## src/rtl/load_unit_seq.sv

```systemverilog
// load_unit_seq: sequential load unit; one or two aligned reads, merge, extract, extend.
// Define MISALIGN_SPLIT_EN to build the two-access path for loads that cross a word boundary.
module load_unit_seq #(
    parameter int XLEN   = 32,
    parameter int ADDR_W = 32
) (
    input  logic              clk,
    input  logic              rst_n,
    input  logic              ld_valid,
    output logic              ld_ready,
    input  logic [2:0]        funct,
    input  logic [ADDR_W-1:0] addr,
    output logic              rd_valid,
    input  logic              rd_ready,
    output logic [XLEN-1:0]   rd_data,
    output logic              misaligned,
    output logic              mem_req,
    output logic [ADDR_W-1:0] mem_addr,
    input  logic              mem_gnt,
    input  logic              mem_rvalid,
    input  logic [XLEN-1:0]   mem_rdata
);
    localparam int NB    = XLEN / 8;
    localparam int OFF_W = $clog2(NB);

    // state | meaning
    // IDLE  | ready for a request
    // REQ0  | first aligned read requested, waiting for grant
    // WAIT0 | waiting for first read data
    // REQ1  | second aligned read requested (split builds only)
    // WAIT1 | waiting for second read data (split builds only)
    // DONE  | result presented until consumer accepts
    typedef enum logic [2:0] {
        IDLE,
        REQ0,
        WAIT0,
`ifdef MISALIGN_SPLIT_EN
        REQ1,
        WAIT1,
`endif
        DONE
    } state_t;

    state_t             state_q, state_d;
    logic [2:0]         funct_q, funct_d;
    logic [OFF_W-1:0]   off_q, off_d;
    logic               ld_ready_d, rd_valid_d, misaligned_d, mem_req_d;
    logic [XLEN-1:0]    rd_data_d;
    logic [ADDR_W-1:0]  mem_addr_d;
`ifdef MISALIGN_SPLIT_EN
    logic [XLEN-1:0]    word0_q, word0_d;
`endif

    function automatic int size_of(input logic [1:0] sz);
        return 1 << sz;
    endfunction

    function automatic logic is_illegal(input logic [2:0] f);
        return (f == 3'b111) || ((XLEN == 32) && ((f == 3'b011) || (f == 3'b110)));
    endfunction

`ifdef MISALIGN_SPLIT_EN
    function automatic logic crosses(input logic [2:0] f, input logic [OFF_W-1:0] off);
        return (int'(off) + size_of(f[1:0])) > NB;
    endfunction
`else
    function automatic logic unaligned(input logic [2:0] f, input logic [OFF_W-1:0] off);
        return (int'(off) & (size_of(f[1:0]) - 1)) != 0;
    endfunction
`endif

    // Shift the two-word window down to the addressed byte, then mask and extend.
    function automatic logic [XLEN-1:0] extract(input logic [2:0]       f,
                                                input logic [OFF_W-1:0] off,
                                                input logic [XLEN-1:0]  lo,
                                                input logic [XLEN-1:0]  hi);
        logic [2*XLEN-1:0] both;
        logic [XLEN-1:0]   merged;
        logic [XLEN-1:0]   field_mask;
        logic [XLEN-1:0]   msb_mask;
        int                nbits;
        both       = {hi, lo} >> (8 * int'(off));
        merged     = both[XLEN-1:0];
        nbits      = 8 * size_of(f[1:0]);
        field_mask = ~({XLEN{1'b1}} << nbits);
        msb_mask   = field_mask & ~(field_mask >> 1);
        if (!f[2] && ((merged & msb_mask) != '0)) return merged | ~field_mask;
        return merged & field_mask;
    endfunction

    always_comb begin
        state_d      = state_q;
        funct_d      = funct_q;
        off_d        = off_q;
        ld_ready_d   = ld_ready;
        rd_valid_d   = rd_valid;
        rd_data_d    = rd_data;
        misaligned_d = misaligned;
        mem_req_d    = mem_req;
        mem_addr_d   = mem_addr;
`ifdef MISALIGN_SPLIT_EN
        word0_d      = word0_q;
`endif
        case (state_q)
            IDLE: begin
                if (ld_valid && ld_ready) begin
                    funct_d    = funct;
                    off_d      = addr[OFF_W-1:0];
                    ld_ready_d = 1'b0;
                    if (is_illegal(funct)) begin
                        state_d      = DONE;
                        rd_valid_d   = 1'b1;
                        rd_data_d    = '0;
                        misaligned_d = 1'b0;
                    end
`ifndef MISALIGN_SPLIT_EN
                    else if (unaligned(funct, addr[OFF_W-1:0])) begin
                        state_d      = DONE;
                        rd_valid_d   = 1'b1;
                        rd_data_d    = '0;
                        misaligned_d = 1'b1;
                    end
`endif
                    else begin
                        state_d    = REQ0;
                        mem_req_d  = 1'b1;
                        mem_addr_d = {addr[ADDR_W-1:OFF_W], {OFF_W{1'b0}}};
                    end
                end
            end
            REQ0: begin
                if (mem_gnt) begin
                    state_d   = WAIT0;
                    mem_req_d = 1'b0;
                end
            end
            WAIT0: begin
                if (mem_rvalid) begin
`ifdef MISALIGN_SPLIT_EN
                    word0_d = mem_rdata;
                    if (crosses(funct_q, off_q)) begin
                        state_d    = REQ1;
                        mem_req_d  = 1'b1;
                        mem_addr_d = mem_addr + ADDR_W'(NB);
                    end else
`endif
                    begin
                        state_d      = DONE;
                        rd_valid_d   = 1'b1;
                        rd_data_d    = extract(funct_q, off_q, mem_rdata, mem_rdata);
                        misaligned_d = 1'b0;
                    end
                end
            end
`ifdef MISALIGN_SPLIT_EN
            REQ1: begin
                if (mem_gnt) begin
                    state_d   = WAIT1;
                    mem_req_d = 1'b0;
                end
            end
            WAIT1: begin
                if (mem_rvalid) begin
                    state_d      = DONE;
                    rd_valid_d   = 1'b1;
                    rd_data_d    = extract(funct_q, off_q, word0_q, mem_rdata);
                    misaligned_d = 1'b0;
                end
            end
`endif
            DONE: begin
                if (rd_ready) begin
                    state_d      = IDLE;
                    rd_valid_d   = 1'b0;
                    rd_data_d    = '0;
                    misaligned_d = 1'b0;
                    ld_ready_d   = 1'b1;
                end
            end
            default: begin
                state_d    = IDLE;
                ld_ready_d = 1'b1;
                rd_valid_d = 1'b0;
                mem_req_d  = 1'b0;
            end
        endcase
    end

    always_ff @(posedge clk or negedge rst_n) begin
        if (!rst_n) begin
            state_q    <= IDLE;
            funct_q    <= '0;
            off_q      <= '0;
            ld_ready   <= 1'b1;
            rd_valid   <= 1'b0;
            rd_data    <= '0;
            misaligned <= 1'b0;
            mem_req    <= 1'b0;
            mem_addr   <= '0;
`ifdef MISALIGN_SPLIT_EN
            word0_q    <= '0;
`endif
        end else begin
            state_q    <= state_d;
            funct_q    <= funct_d;
            off_q      <= off_d;
            ld_ready   <= ld_ready_d;
            rd_valid   <= rd_valid_d;
            rd_data    <= rd_data_d;
            misaligned <= misaligned_d;
            mem_req    <= mem_req_d;
            mem_addr   <= mem_addr_d;
`ifdef MISALIGN_SPLIT_EN
            word0_q    <= word0_d;
`endif
        end
    end

endmodule

```

## config.mk

```make
export PLATFORM = sky130hd
export DESIGN_NAME = load_unit_seq
export DESIGN_NICKNAME = d
export VERILOG_FILES = /design/src/rtl/load_unit_seq.sv
export SDC_FILE = /design/constraint.sdc
export NUM_CORES = 1
export LEC_CHECK = 0
export ABC_CLOCK_PERIOD_IN_PS = 2800
export CORE_UTILIZATION = 40
export DETAILED_ROUTE_END_ITERATION = 7
export GPL_ROUTABILITY_DRIVEN = 0
export PLACE_DENSITY = 0.72
export SLEW_MARGIN = 20
export SYNTH_ARGS = -nofsm -noshare
export SYNTH_HDL_FRONTEND = slang
export SYNTH_SLANG_ARGS = --single-unit
```

## constraint.sdc

```tcl
create_clock -name clk -period 2.8 [get_ports clk]
set_input_delay 0.84 -clock clk [delete_from_list [all_inputs] [get_ports clk]]
set_output_delay 0.84 -clock clk [all_outputs]
set_load 0.05 [all_outputs]
```

-- Yosys cells after proc, flatten, opt, wreduce, memory -nomap -nowiden
Cells that the tools add are included.
W data, S select, Z words.
- flip-flop bits (word level): 74
- output and inout port bits: 68
- logic and storage cells: 94
- $add $sub $neg: 1
- equality and inequality tests: 13
- shift-type cells: 4
- multiplexer cells: 36
- bitwise operators: 13
- reduce and logical (&&, ||, !) cells: 18
- operator list (operator ; number):
    $mux W32 ; 7
    $and A32 B32 Y32 ; 3
    $pmux W32 S3 ; 1
    $not A32 Y32 ; 2
    $reduce_bool A32 Y1 ; 2
    $shr A64 B5 Y32 ; 1
    $and A3 B32 Y32 ; 1
    $not A31 Y32 ; 1
    $or A32 B32 Y32 ; 1
    $shl A1 B2 Y32 const A ; 1
    $shl A32 B32 Y32 const A ; 1
    $sub A32 B2 Y32 const B ; 1
    $shl A1 B2 Y29 const A ; 1
    $mux W1 ; 17
    $reduce_and A5 Y1 ; 3
    $mux W3 ; 4
    $ne A2 B2 Y1 const B ; 6
    $pmux W3 S4 ; 1
    $eq A3 B2 Y1 const B ; 3
    $pmux W1 S3 ; 3
    $reduce_and A4 Y1 ; 2
    $eq A3 B3 Y1 const B ; 2
    $not A1 Y1 ; 5
    $mux W2 ; 2
    11 further kinds ; 14

-- Logic depth before layout (Yosys ltp)
- word-level depth: 14
- depth in mapped cells: 8

-- Least setup slack after synthesis
OpenSTA, ideal clock, no wires.
- kind: in2reg
- start: in funct[0]
- end: reg rd_data[21]
- library setup time: 0.130 ns
- arrival: 2.054 ns
- data required time: 2.670 ns
- slack: 0.615 ns
- stages: 5
- cell sequence: or4_4 -> a21bo_2 -> nand2_1 -> buf_2 -> o32ai_1
- word-level cells in the longest chain between the ends: 6
- ends and longest elaborated chain (element ; line ; text):
    start: declaration ; 11 ; input logic [2:0] funct,
    $shl A1 B2 Y32 (tied with other cells) ; 55 ; return 1 << sz;
    $sub A32 B2 Y32 / $logic_or A1 B1 Y1 (equally long branches) ; 68, 59 ;
    $and A3 B32 Y32 / $logic_or A1 B1 Y1 (equally long branches) ; 68, 59 ;
    $reduce_bool A32 Y1 / $mux W32 (equally long branches) ; 68, 110 ;
    $ne A3 B3 Y1 (no source line) / $mux W32 (equally long branches) ; - ;
    $reduce_and A5 Y1 (no source line) / $pmux W32 S3 (equally long branches) ; - ;
    end signal: assignment ; 209 ; rd_data <= rd_data_d;
    end: declaration ; 15 ; output logic [XLEN-1:0] rd_data,
Parallel ways exist; a longest one is shown, timed or not. The select of a mux whose other input is x is not followed.
A chain may end at the register's enable or synchronous reset.

-- Final worst setup path
- start: reg ld_ready
- end: out ld_ready
- RTL lines (element ; line ; text):
    start: declaration ; 10 ; output logic ld_ready,
    start signal: assignment ; 207 ; ld_ready <= ld_ready_d;
No word-level cell between the ends.

==> parameters.txt <==
Parameter                              Value

Synthesis
  Number of enable-type register cells in the synthesized netlist    0
  Portion of the post-synthesis area used by sequential elements    0.444
  Instance count of the mapped netlist    roughly 310
  Yosys warning count    0
  Number of synthesized register bits    73
  Synthesized area per cell    about 13 um2
  Distinct cells, synth    48
  Main synth FF type    sky130_fd_sc_hd__dfrtp_1
  Combined area of all synthesized cells    approximately 4100 um2
  FFs w/ async S/R, synth    1.00

Clocking
  Clock transition time at the flip-flop clock pins of the worst setup and hold paths    around 90 ps
  Cts bufs inserted    9
  Buffers inserted by post-CTS timing repair    0
  Maximum clock insertion buffer count    2
  Clk Latency, worst-skew pair    between 300 and 400 ps
  Sinks on Clock Net    73
  CTS root buf    sky130_fd_sc_hd__clkbuf_8
  Quantity of gates resized following cts    0
  Maximum level of the CTS H-tree    3
  Cts-stage hold buffer count    0
  CTS tree    yes

Min path
  Class of the worst hold path    in -> async

Finish
  Final design instance area without fill    slightly below 6000 um2
  Area Overhead vs Synth    42.4%
  Number of nets in the layout    between 500 and 600
  Leading cell type in the layout, fill and taps excluded    sky130_fd_sc_hd__clkdlybuf4s50_1
  Antenna cells    0
  Share of post-route cells with drive strength above 1    0.254
  Commonest cells after routing, fill and taps aside    sky130_fd_sc_hd__clkdlybuf4s50_1 (137), sky130_fd_sc_hd__dfrtp_1 (72), sky130_fd_sc_hd__mux2_2 (34), sky130_fd_sc_hd__mux4_2 (28), sky130_fd_sc_hd__inv_1 (23)
  Core utilization of the finished layout    0.594

GRT
  Number of antenna violations at the first check in global routing    0
  Total Routing Usage GR    0.192
  Number of global-route vias before repair    ~3.1k
  Largest net degree at the start of global routing    37
  Total global routing overflow    0
  First-pass GRT wire length    ~15 mm

Setup path
  Worst stage delay on the critical path    slightly above 800 ps
  Crit-path slowest cell    sky130_fd_sc_hd__clkdlybuf4s50_1
  Worst setup EP type    output pin
  Element type at the critical path start    flip-flop
  Worst-path maximum fanout    4
  CP Data Required Time    1960 ps
  Ordered list of cells on the worst path    clkdlybuf4s50_1
  Data arrival time of the critical path    around 1700 ps
  Setup CP Type    reg -> out
  Largest delay contributor family on the critical path    buffers and inverters
  Buf+Inv Stages, Crit Path    1

STA
  Final sum of negative setup slack    0 ps
  Max Freq    approximately 0.4 GHz
  Final worst clock skew    14.7 ps
  Worst-margin pin slew    877 ps
  Hold slack final    ~500 ps
  Crit path time final    2550 ps
  Final number of max-transition violations    0
  Final number of setup-violating endpoints    0
  Final critical-path share of the clock period    0.911
  Remaining max-slew budget at the tightest pin    0.415
  RSZ-0062 raised after global routing    no
  Final hold violation count    0

Die
  Die width    103 um
  Full die area    approximately 11000 um2
  Count of standard-cell rows    36
  Total core area    about 10000 um2
  Count of boundary I/O pins    ~140
  Initial core utilization    0.417
  Die Span Y    103 um

Route
  DRC marker count from the first detailed-route iteration    about 140
  Met1 Wirelength    roughly 4.4 mm
  Aggregate routed wire length    10.1 mm
  Vias post-DR    about 3.2k
  Metal3 WL    between 700 and 800 um
  Residual antenna-violating net count after detailed routing    0
  Total met2 wirelength after detailed routing    approximately 4.8 mm
  DR pass1 iterations    4
  Highest signal layer in the routed design    met4
  Via density per instance    5.37
  Routed wirelength normalized by instance count    ~17 um
  Number of DRC violations after detailed routing    0

Power
  Worst IR Drop VDD    562 uV
  Power per cell area    roughly 1300 nW/um2
  Total design power    between 0.007 and 0.008 W
  LEAKAGE    2.37 nW

Job
  Max-cap violations    0

Placed design
  Detailed placer's ending HPWL    7.76 mm
  Number of buffers inserted by port buffering    about 140
  Post-Place Cell Area    5650 um2

Status
  Status    finished, final reports clean
## kinds of logic after synthesis
logic type      Yosys count  share of synthesized area
other cells               1                   0.000911
mux                      69                      0.272
flops                    73                      0.444
simple gates             55                     0.0729
buf+inv                  47                     0.0641
fa+ha+maj                 4                     0.0122
compound gates           63                      0.134
## per-stage QoR
stage	setup WS (ps)	instances
2_1_floorplan	615	313
3_3_place_gp	-13.0	578
3_5_place_dp	-101	578
4_1_cts	218	594
5_1_grt	155	594
6_report	250	594
## metal layers
layer,global-route usage,vias up
met4,0.0769,0
met3,0.0417,13
li1,-,1462
met2,0.309,142
met5,0,-
met1,0.252,1570
## flip-flops by register name (all words and copies together) (netlist names), 2 cells and up
| name | cells |
|---|---|
| rd_data | 32 |
| funct_q | 3 |
| mem_addr | 30 |
| state_q | 2 |
| off_q | 2 |
## layout make-up
| class | instances | area (um2) |
|---|---|---|
| flip-flops and latches | 73 | 1830 |
| inverters | 23 | 86.3 |
| fillers | 814 | 4000 |
| clock inverters | 4 | 50.0 |
| multi-input cells | 193 | 2030 |
| well taps | 133 | 166 |
| repair buffers | 156 | 1540 |
| clock buffers | 12 | 165 |
## synthesized netlist by cell type (all sizes together), types with 2 or more instances
library cell / n / area share
mux4: 28 / 0.15
nand3: 2 / 0.0024
o31ai: 11 / 0.020
nand2b: 3 / 0.0046
nor2b: 16 / 0.026
a21oi: 2 / 0.0024
mux2: 38 / 0.11
mux2i: 3 / 0.011
a2111oi: 2 / 0.013
o21ai: 8 / 0.012
clkbuf: 4 / 0.0036
o2bb2ai: 8 / 0.017
a21o: 2 / 0.0036
nand2: 13 / 0.012
nor2: 11 / 0.010
a21boi: 3 / 0.0064
dfrtp: 72 / 0.44
ha: 4 / 0.012
o32ai: 16 / 0.034
buf: 20 / 0.040
nor3: 5 / 0.0085
inv: 23 / 0.021
a211o: 2 / 0.0043
## report_power, final
| group | total [W] | internal (W) | switching, W |
|---|---|---|---|
| sequential | 0.00191 | 0.00156 | 0.000355 |
| combinational | 0.00500 | 0.00205 | 0.00295 |
| clock | 0.000868 | 0.000483 | 0.000385 |
| total | 0.00779 | 0.00409 | 0.00369 |
## final timing paths
kind,start,end,slack (ps),cells after the start
min in group clk,mem_req$_DFFE_PN0P_,mem_req$_DFFE_PN0P_,490,1
setup reg to reg,off_q[1]$_DFFE_PN0P_,rd_data[19]$_DFFE_PN0P_,490,4
hold / removal,rst_n,funct_q[2]$_DFFE_PN0P_,490,1
hold reg to reg,mem_req$_DFFE_PN0P_,mem_req$_DFFE_PN0P_,490,1
max in group asynchronous,rst_n,rd_data[21]$_DFFE_PN0P_,1550,2
setup / recovery,ld_ready$_DFFE_PN1P_,ld_ready,250,1
Power figures use the tool's default switching activity.
